`src/rtl/stream_fifo.sv`:
```
// First-word-fall-through ready/valid FIFO with occupancy and full/empty flags.
// Optional registered almost-full flag: define STREAM_FIFO_ALMOST_FULL_EN.
module stream_fifo #(
    parameter int Width            = 8,
    parameter int Depth            = 4,
    parameter int AlmostFullThresh = Depth - 1
) (
    input  logic                       clk_i,
    input  logic                       rst_ni,
    input  logic                       valid_i,
    output logic                       ready_o,
    input  logic [Width-1:0]           data_i,
    output logic                       valid_o,
    input  logic                       ready_i,
    output logic [Width-1:0]           data_o,
    output logic [$clog2(Depth+1)-1:0] count_o,
    output logic                       full_o,
    output logic                       empty_o,
    output logic                       almost_full_o
);

    localparam int PW = (Depth > 1) ? $clog2(Depth) : 1;
    localparam int CW = $clog2(Depth + 1);
    localparam logic [CW-1:0] DEPTH_C = CW'(Depth);

    // Reject configurations the pointer wrap and flag logic cannot handle.
    if (Depth < 2 || (Depth & (Depth - 1)) != 0 || AlmostFullThresh > Depth ||
        AlmostFullThresh < 0) begin : g_bad_cfg
        $error("stream_fifo: unsupported Depth/AlmostFullThresh");
    end

    logic [Width-1:0] mem [Depth];
    logic [PW-1:0]    wptr_q, rptr_q;
    logic [CW-1:0]    count_q, count_d;
    logic             push_w, pop_w;

    // Flags come from the registered count only, so no input-to-output path.
    assign full_o  = (count_q == DEPTH_C);
    assign empty_o = (count_q == '0);
    assign ready_o = ~full_o;
    assign valid_o = ~empty_o;
    assign count_o = count_q;
    assign data_o  = mem[rptr_q];

    assign push_w = valid_i & ready_o;
    assign pop_w  = valid_o & ready_i;

    always_comb begin
        count_d = count_q;
        case ({push_w, pop_w})
            2'b10:   count_d = count_q + CW'(1);
            2'b01:   count_d = count_q - CW'(1);
            default: count_d = count_q;
        endcase
    end

    always_ff @(posedge clk_i or negedge rst_ni) begin
        if (!rst_ni) begin
            wptr_q  <= '0;
            rptr_q  <= '0;
            count_q <= '0;
        end else begin
            if (push_w) wptr_q <= wptr_q + PW'(1);
            if (pop_w)  rptr_q <= rptr_q + PW'(1);
            count_q <= count_d;
        end
    end

    // Storage is intentionally not reset; data_o is only meaningful with valid_o.
    always_ff @(posedge clk_i) begin
        if (push_w) mem[wptr_q] <= data_i;
    end

`ifdef STREAM_FIFO_ALMOST_FULL_EN
    localparam logic [CW-1:0] AF_C = CW'(AlmostFullThresh);
    logic af_q;

    // Evaluated on next-count so the flag lines up with count_o.
    always_ff @(posedge clk_i or negedge rst_ni) begin
        if (!rst_ni) af_q <= 1'b0;
        else         af_q <= (count_d >= AF_C);
    end

    assign almost_full_o = af_q;
`else
    assign almost_full_o = 1'b0;
`endif

endmodule

```
`config.mk`:
```
export PLATFORM = sky130hd
export DESIGN_NAME = stream_fifo
export DESIGN_NICKNAME = d
export VERILOG_FILES = /design/src/rtl/stream_fifo.sv
export SDC_FILE = /design/constraint.sdc
export NUM_CORES = 1
export LEC_CHECK = 0
export CORE_MARGIN = 4
export CORE_UTILIZATION = 55
export DETAILED_ROUTE_END_ITERATION = 7
export GPL_TIMING_DRIVEN = 0
export PLACE_DENSITY_LB_ADDON = 0.05
export SLEW_MARGIN = 20
export SYNTH_ARGS = -nofsm -noshare
export SYNTH_HDL_FRONTEND = slang
export SYNTH_SLANG_ARGS = --single-unit
```
`constraint.sdc`:
```
create_clock -name clk_i -period 3.3 [get_ports clk_i]
set_input_delay 0.33 -clock clk_i [delete_from_list [all_inputs] [get_ports clk_i]]
set_output_delay 0.33 -clock clk_i [all_outputs]
set_load 0.03 [all_outputs]
```
==> run_results.csv, run 1 <==
group,metric,value,unit
outcome,status,"finished clean",
timing,rsz0062_at_grt,"false",
global_route,overflow,0,
final_layout,finish.utilization,71.8,%
synth,synth_enable_flop_cells,32,
worst_setup_path,critical_path_class,"register to output port",
synth,synthCells,83,
pwr,worst_ir_drop_vdd,775,µV
final_layout,n_antenna_cell,0,
global_route,grt_pass1_vias,909,
global_route,antenna_found_initial,0,
routing,detail_route.wirelength,2470,µm
min_path,hp-class,"input pin to async pin",
clocking,insertion_delay,0.34,ns
placement,dp_cells,140,
worst_setup_path,worstPathRequired,2.97,ns
placement,hpwl,1770,µm
placement,place.gp.congestion,0.645,
final_layout,final_layout_size_suffix_gt1_share,26.5,%
timing,fin_tns_setup,0,ns
worst_setup_path,critPathLaunchType,"register",
routing,wl_per_cell,16.7,µm
clocking,cts.repair.resized,0,
synth,synth_top_area_share,59.6,%
final_layout,syn_to_final_growth,23.9,%
synth,ys.flop_type,"edfxtp_1",
die,dieWidth,62.2,µm
clocking,clockBufferDepth,2,
clocking,cts.clk_slew.worst_paths,0.11,ns
synth,ys_types,22,
clocking,cts-buffers-inserted,5,
die,rows,19,
synth,synth.area.top_cells,"edfxtp_1 (60%), mux4_2 (11%), dfrtp_1 (11%), ha_1 (3.9%), and2_2 (1.9%)",
die,die_area,3860,µm²
clocking,root_buffer,"clkbuf_4",
timing,setup-violations-final,0,
final_layout,fin_cells,148,
die,die_h,62.2,µm
routing,ant_nets,0,
pwr,power_density,970,nW/µm²
worst_setup_path,end_kind,"output port",
timing,period_needed,2.35,ns
final_layout,final_cell_mix,"edfxtp_1 (32), clkdlybuf4s50_1 (26), mux4_2 (8), dfrtp_1 (7)",
routing,drt-pass1-iter-count,4,
synth,ys_seq_area_share,70.4,%
die,core,2780,µm²
worst_setup_path,crit_fanout,10,
synth,synth-seq-cells,39,
synth,async_flop_share,17.9,%
clocking,hold_buffers,0,
timing,drv_slew,0,
clocking,htreeDepth,2,
pwr,leakage,0.750,nW
clocking,post_cts_buffers,0,
clocking,cts.sinks,39,
job,maxCapViolations,0,
global_route,grt_pass1_wl,4280,µm
clocking,cts_tree,"done",
final_layout,nets,134,
routing,drt_iter0_markers,35,
synth,ys_warn_count,0,
synth,synthesis.nets,101,
timing,fin_skew,0.00590,ns
global_route,grt_usage,14.8,%
routing,vias,804,
die,initial_core_util,58.0,%
timing,finalCritPeriodShare,71.4,%
synth,syn-cell-area,1610,µm²
global_route,grt_max_degree,13,
synth,avgSynthCellArea,19.4,µm²
final_layout,fillCellCount,193,
routing,vias_per_cell,5.43,
routing,route.detailed.drc,0,
die,boundaryPins,28,
timing,max_freq,425,MHz
timing,hold_viol,0,
placement,port_buffers,26,
final_layout,final_common_cell,"edfxtp_1",
synth,yosys.area.top_type,"edfxtp_1",
worst_setup_path,crit_arrival,2.02,ns
## metrics by stage
stage | power, W | setup slack, ns | instance area (µm²) | hold WS (ns)
2_1_floorplan | 0.00133 | 1.05 | 1610 | 0.0344
3_3_place_gp | 0.00160 | 1.23 | 1910 | 0.540
3_5_place_dp | 0.00164 | 1.20 | 1910 | 0.580
4_1_cts | 0.00196 | 0.903 | 2000 | 0.235
5_1_grt | 0.00205 | 0.860 | 2000 | 0.227
6_report | 0.00194 | 0.945 | 2000 | 0.236
## critical path, stage by stage (launching register included)
cell,delay [ns]
dfrtp_1,0.37
buf_6,0.18
mux4_2,0.52
clkdlybuf4s50_1,0.62
## worst paths after layout
| path | cells past startpoint | start | slack [ns] | to |
|---|---|---|---|---|
| min | 1 | rst_ni | 0.24 | wptr_q[0]$_DFFE_PN0P_ |
| max in group asynchronous | 1 | rst_ni | 2.82 | count_o[2]$_DFFE_PN0P_ |
| min in group clk_i | 1 | count_o[0]$_DFFE_PN0P_ | 0.59 | count_o[0]$_DFFE_PN0P_ |
| max reg2reg | 11 | count_o[0]$_DFFE_PN0P_ | 1.33 | count_o[2]$_DFFE_PN0P_ |
| max | 3 | rptr_q[0]$_DFFE_PN0P_ | 0.95 | data_o[2] |
| min reg2reg | 1 | count_o[0]$_DFFE_PN0P_ | 0.59 | count_o[0]$_DFFE_PN0P_ |
## kinds of logic (layout without fill, tap and decap cells)
kind of cell	count (synthesis)	in the layout	synth area share [%]
multiplexers	10	10	12.7
XOR/XNOR	6	6	3.26
AND/OR/NAND/NOR	9	9	4.27
other	1	1	0.233
buffers and inverters	11	45	3.34
adder cells (fa/ha/maj)	6	6	5.12
flip-flops	39	39	70.4
AO/OA/AOI/OAI	1	1	0.621
## power by group
group / switching (W) / internal, W
sequential: 0.0000603 / 0.000667
combinational: 0.000478 / 0.000403
clock: 0.000150 / 0.000179
total: 0.000688 / 0.00125
## per-layer routing
layer	global-route usage [%]	up-vias	wire, µm
li1	-	372	-
met1	16.7	400	1050
met2	24.2	28	1220
met3	6.13	4	156
met4	6.50	0	44
met5	0	-	0
## Yosys cell counts (3+ instances only)
library cell	instances
edfxtp_1	32
xnor2_1	3
xor2_1	3
inv_2	3
inv_1	5
dfrtp_1	7
mux4_2	8
and2_2	4
ha_1	5
## flip-flops by register name (all words and copies together) (netlist names)
| register | cells |
|---|---|
| count_o | 3 |
| rptr_q | 2 |
| mem | 32 |
| wptr_q | 2 |
## cell type report
| class | instances | area (µm²) | area share (%) |
|---|---|---|---|
| repair buffers | 26 | 260 | 13.0 |
| plain buffers | 3 | 23.8 | 1.19 |
| inverters | 8 | 30.0 | 1.50 |
| well taps | 31 | 38.8 | 1.94 |
| clock buffers | 6 | 51.3 | 2.57 |
| clock inverters | 2 | 35.0 | 1.75 |
| multi-input cells | 33 | 423 | 21.2 |
| flip-flops and latches | 39 | 1140 | 56.9 |
No activity file was read; power rests on OpenSTA's default activity.
==> inputs of run 2 (changes only) <==
--- a/config.mk
+++ b/config.mk
@@ -6,7 +6,7 @@
 export NUM_CORES = 1
 export LEC_CHECK = 0
 export CORE_MARGIN = 4
-export CORE_UTILIZATION = 55
+export CORE_UTILIZATION = 51
 export DETAILED_ROUTE_END_ITERATION = 7
 export GPL_TIMING_DRIVEN = 0
 export PLACE_DENSITY_LB_ADDON = 0.05
==> constraint.sdc (replaced) <==
create_clock -name clk_i -period 2.3 [get_ports clk_i]
set_input_delay 0.23 -clock clk_i [delete_from_list [all_inputs] [get_ports clk_i]]
set_output_delay 0.23 -clock clk_i [all_outputs]
set_load 0.03 [all_outputs]
==> run_results.csv, run 2 (synthesis gave the netlist of run 1 again) <==
group,metric,value,unit
worst_setup_path,crit_fanout,10,
die,die_h,64.2,µm
final_layout,final_common_cell,"edfxtp_1",
pwr,internal-power,0.00164,W
worst_setup_path,crit_slowest_cell,"clkdlybuf4s50_1",
timing,drv_slew,0,
routing,vias,790,
routing,drt_iter0_markers,28,
global_route,antenna_found_initial,0,
worst_setup_path,critPathBufInv,2,
die,die_area,4130,µm²
final_layout,nets,134,
pwr,p_switching,0.000989,W
timing,finalCritPeriodShare,96.4,%
worst_setup_path,reg2regPathDepth,11,
die,initial_core_util,53.3,%
timing,max_freq,451,MHz
clocking,cts.repair.resized,0,
worst_setup_path,crit_arrival,1.99,ns
min_path,hp-class,"input pin to async pin",
worst_setup_path,critical_path_class,"register to output port",
routing,wl_per_cell,16.2,µm
placement,dp_slack,0.271,ns
die,boundaryPins,28,
pwr,power_frac_seq,39.6,%
routing,vias_per_cell,4.91,
die,core,3030,µm²
timing,setup-violations-final,0,
clocking,cts_tree,"done",
final_layout,final_cell_mix,"edfxtp_1 (32), clkdlybuf4s50_1 (20), mux4_2 (8), dfrtp_1 (7), dlymetal6s2s_1 (6)",
timing,fin_tns_setup,0,ns
routing,detail_route.wirelength,2600,µm
routing,route.detailed.drc,0,
timing,fin_hold_ws,0.149,ns
worst_setup_path,worstPathCellList,"buf_6, mux4_2, clkdlybuf4s50_1",
final_layout,top_register,"mem",
global_route,grt_pass1_wl,4430,µm
timing,setup_ws,0.0838,ns
pwr,worst_ir_drop_vdd,784,µV
placement,port_buffers,26,
worst_setup_path,end_kind,"output port",
placement,hpwl,1790,µm
die,dieWidth,64.2,µm
die,rows,20,
pwr,p_comb_share,48.1,%
worst_setup_path,r2r_slack,0.33,ns
final_layout,n_antenna_cell,0,
routing,ant_nets,0,
worst_setup_path,r2r_end,"count_o[2]$_DFFE_PN0P_",
timing,period_needed,2.22,ns
routing,drt-pass1-iter-count,4,
clocking,post_cts_buffers,0,
pwr,power_density,1320,nW/µm²
clocking,clockBufferDepth,2,
final_layout,largest_reg_flops,32,
final_layout,syn_to_final_growth,23.5,%
clocking,cts.clk_slew.worst_paths,0.10,ns
clocking,cts-buffers-inserted,5,
final_layout,fillCellCount,222,
global_route,overflow,0,
worst_setup_path,critical_path.top_delay_family,"buffers and inverters",
job,maxCapViolations,0,
pwr,clkPwrFrac,12.3,%
final_layout,final_layout_size_suffix_gt1_share,23.9,%
worst_setup_path,critPathLaunchType,"register",
worst_setup_path,rr_startpoint,"count_o[0]$_DFFE_PN0P_",
clocking,insertion_delay,0.34,ns
clocking,htreeDepth,2,
global_route,grt_usage,14.8,%
placement,place.gp.congestion,0.696,
timing,hold_viol,0,
timing,fin_skew,0.00984,ns
outcome,status,"finished clean",
timing,rsz0062_at_grt,"false",
pwr,switching_share,37.6,%
clocking,root_buffer,"clkbuf_4",
pwr,power,0.00263,W
clocking,cts.sinks,39,
worst_setup_path,max_stage_delay,0.60,ns
global_route,grt_max_degree,12,
global_route,grt_pass1_vias,879,
worst_setup_path,worstPathRequired,2.07,ns
pwr,leakage,0.791,nW
clocking,hold_buffers,0,
## run 2: power groups by stage
stage / Clock (W) / Sequential (W) / Combinational [W]
floorplan: 0 / 0.00109 / 0.000811
global placement: 0 / 0.00105 / 0.00126
detailed placement: 0 / 0.00106 / 0.00129
CTS: 0.000332 / 0.00104 / 0.00130
global route: 0.000365 / 0.00106 / 0.00136
finish: 0.000324 / 0.00104 / 0.00126
## run 2: how the worst max path moves through the flow
stage	from	endpoint	slack, ns	cells past startpoint
after floorplan	count_o[2]$_DFFE_PN0P_	count_o[2]$_DFFE_PN0P_	0.05	10
after global placement	ready_i	count_o[2]$_DFFE_PN0P_	0.33	8
after detailed placement	ready_i	count_o[2]$_DFFE_PN0P_	0.27	8
after CTS	rptr_q[0]$_DFFE_PN0P_	data_o[0]	0.03	3
after global routing	rptr_q[0]$_DFFE_PN0P_	data_o[3]	0.0005	3
final	rptr_q[0]$_DFFE_PN0P_	data_o[6]	0.08	3
## run 2: final cells by class
type                       instances  area [µm²]  area share (%)
sequential                        39        1140            57.0
buffer                             3        23.8            1.19
inverter                           8        30.0            1.51
clock inverter                     2        7.51           0.377
multi-input combinational         33         423            21.2
clock buffer                       6        41.3            2.07
timing repair buffer              26         275            13.8
tap                               44        55.1            2.76
## run 2: layer usage
metal	track usage, %	up-vias	part of all wire (%)
met5	0	-	0
met2	24.0	21	50
li1	-	372	-
met3	5.27	5	5.3
met4	5.54	0	1.9
met1	18.2	392	43
## run 2: through the flow
step	cells	instance area [µm²]	util, %
final	161	1990	65.8
after CTS	161	1980	65.3
after floorplan	83	1610	-
after detailed placement	153	1930	63.7
after global routing	161	1990	65.8
after global placement	153	1930	63.7
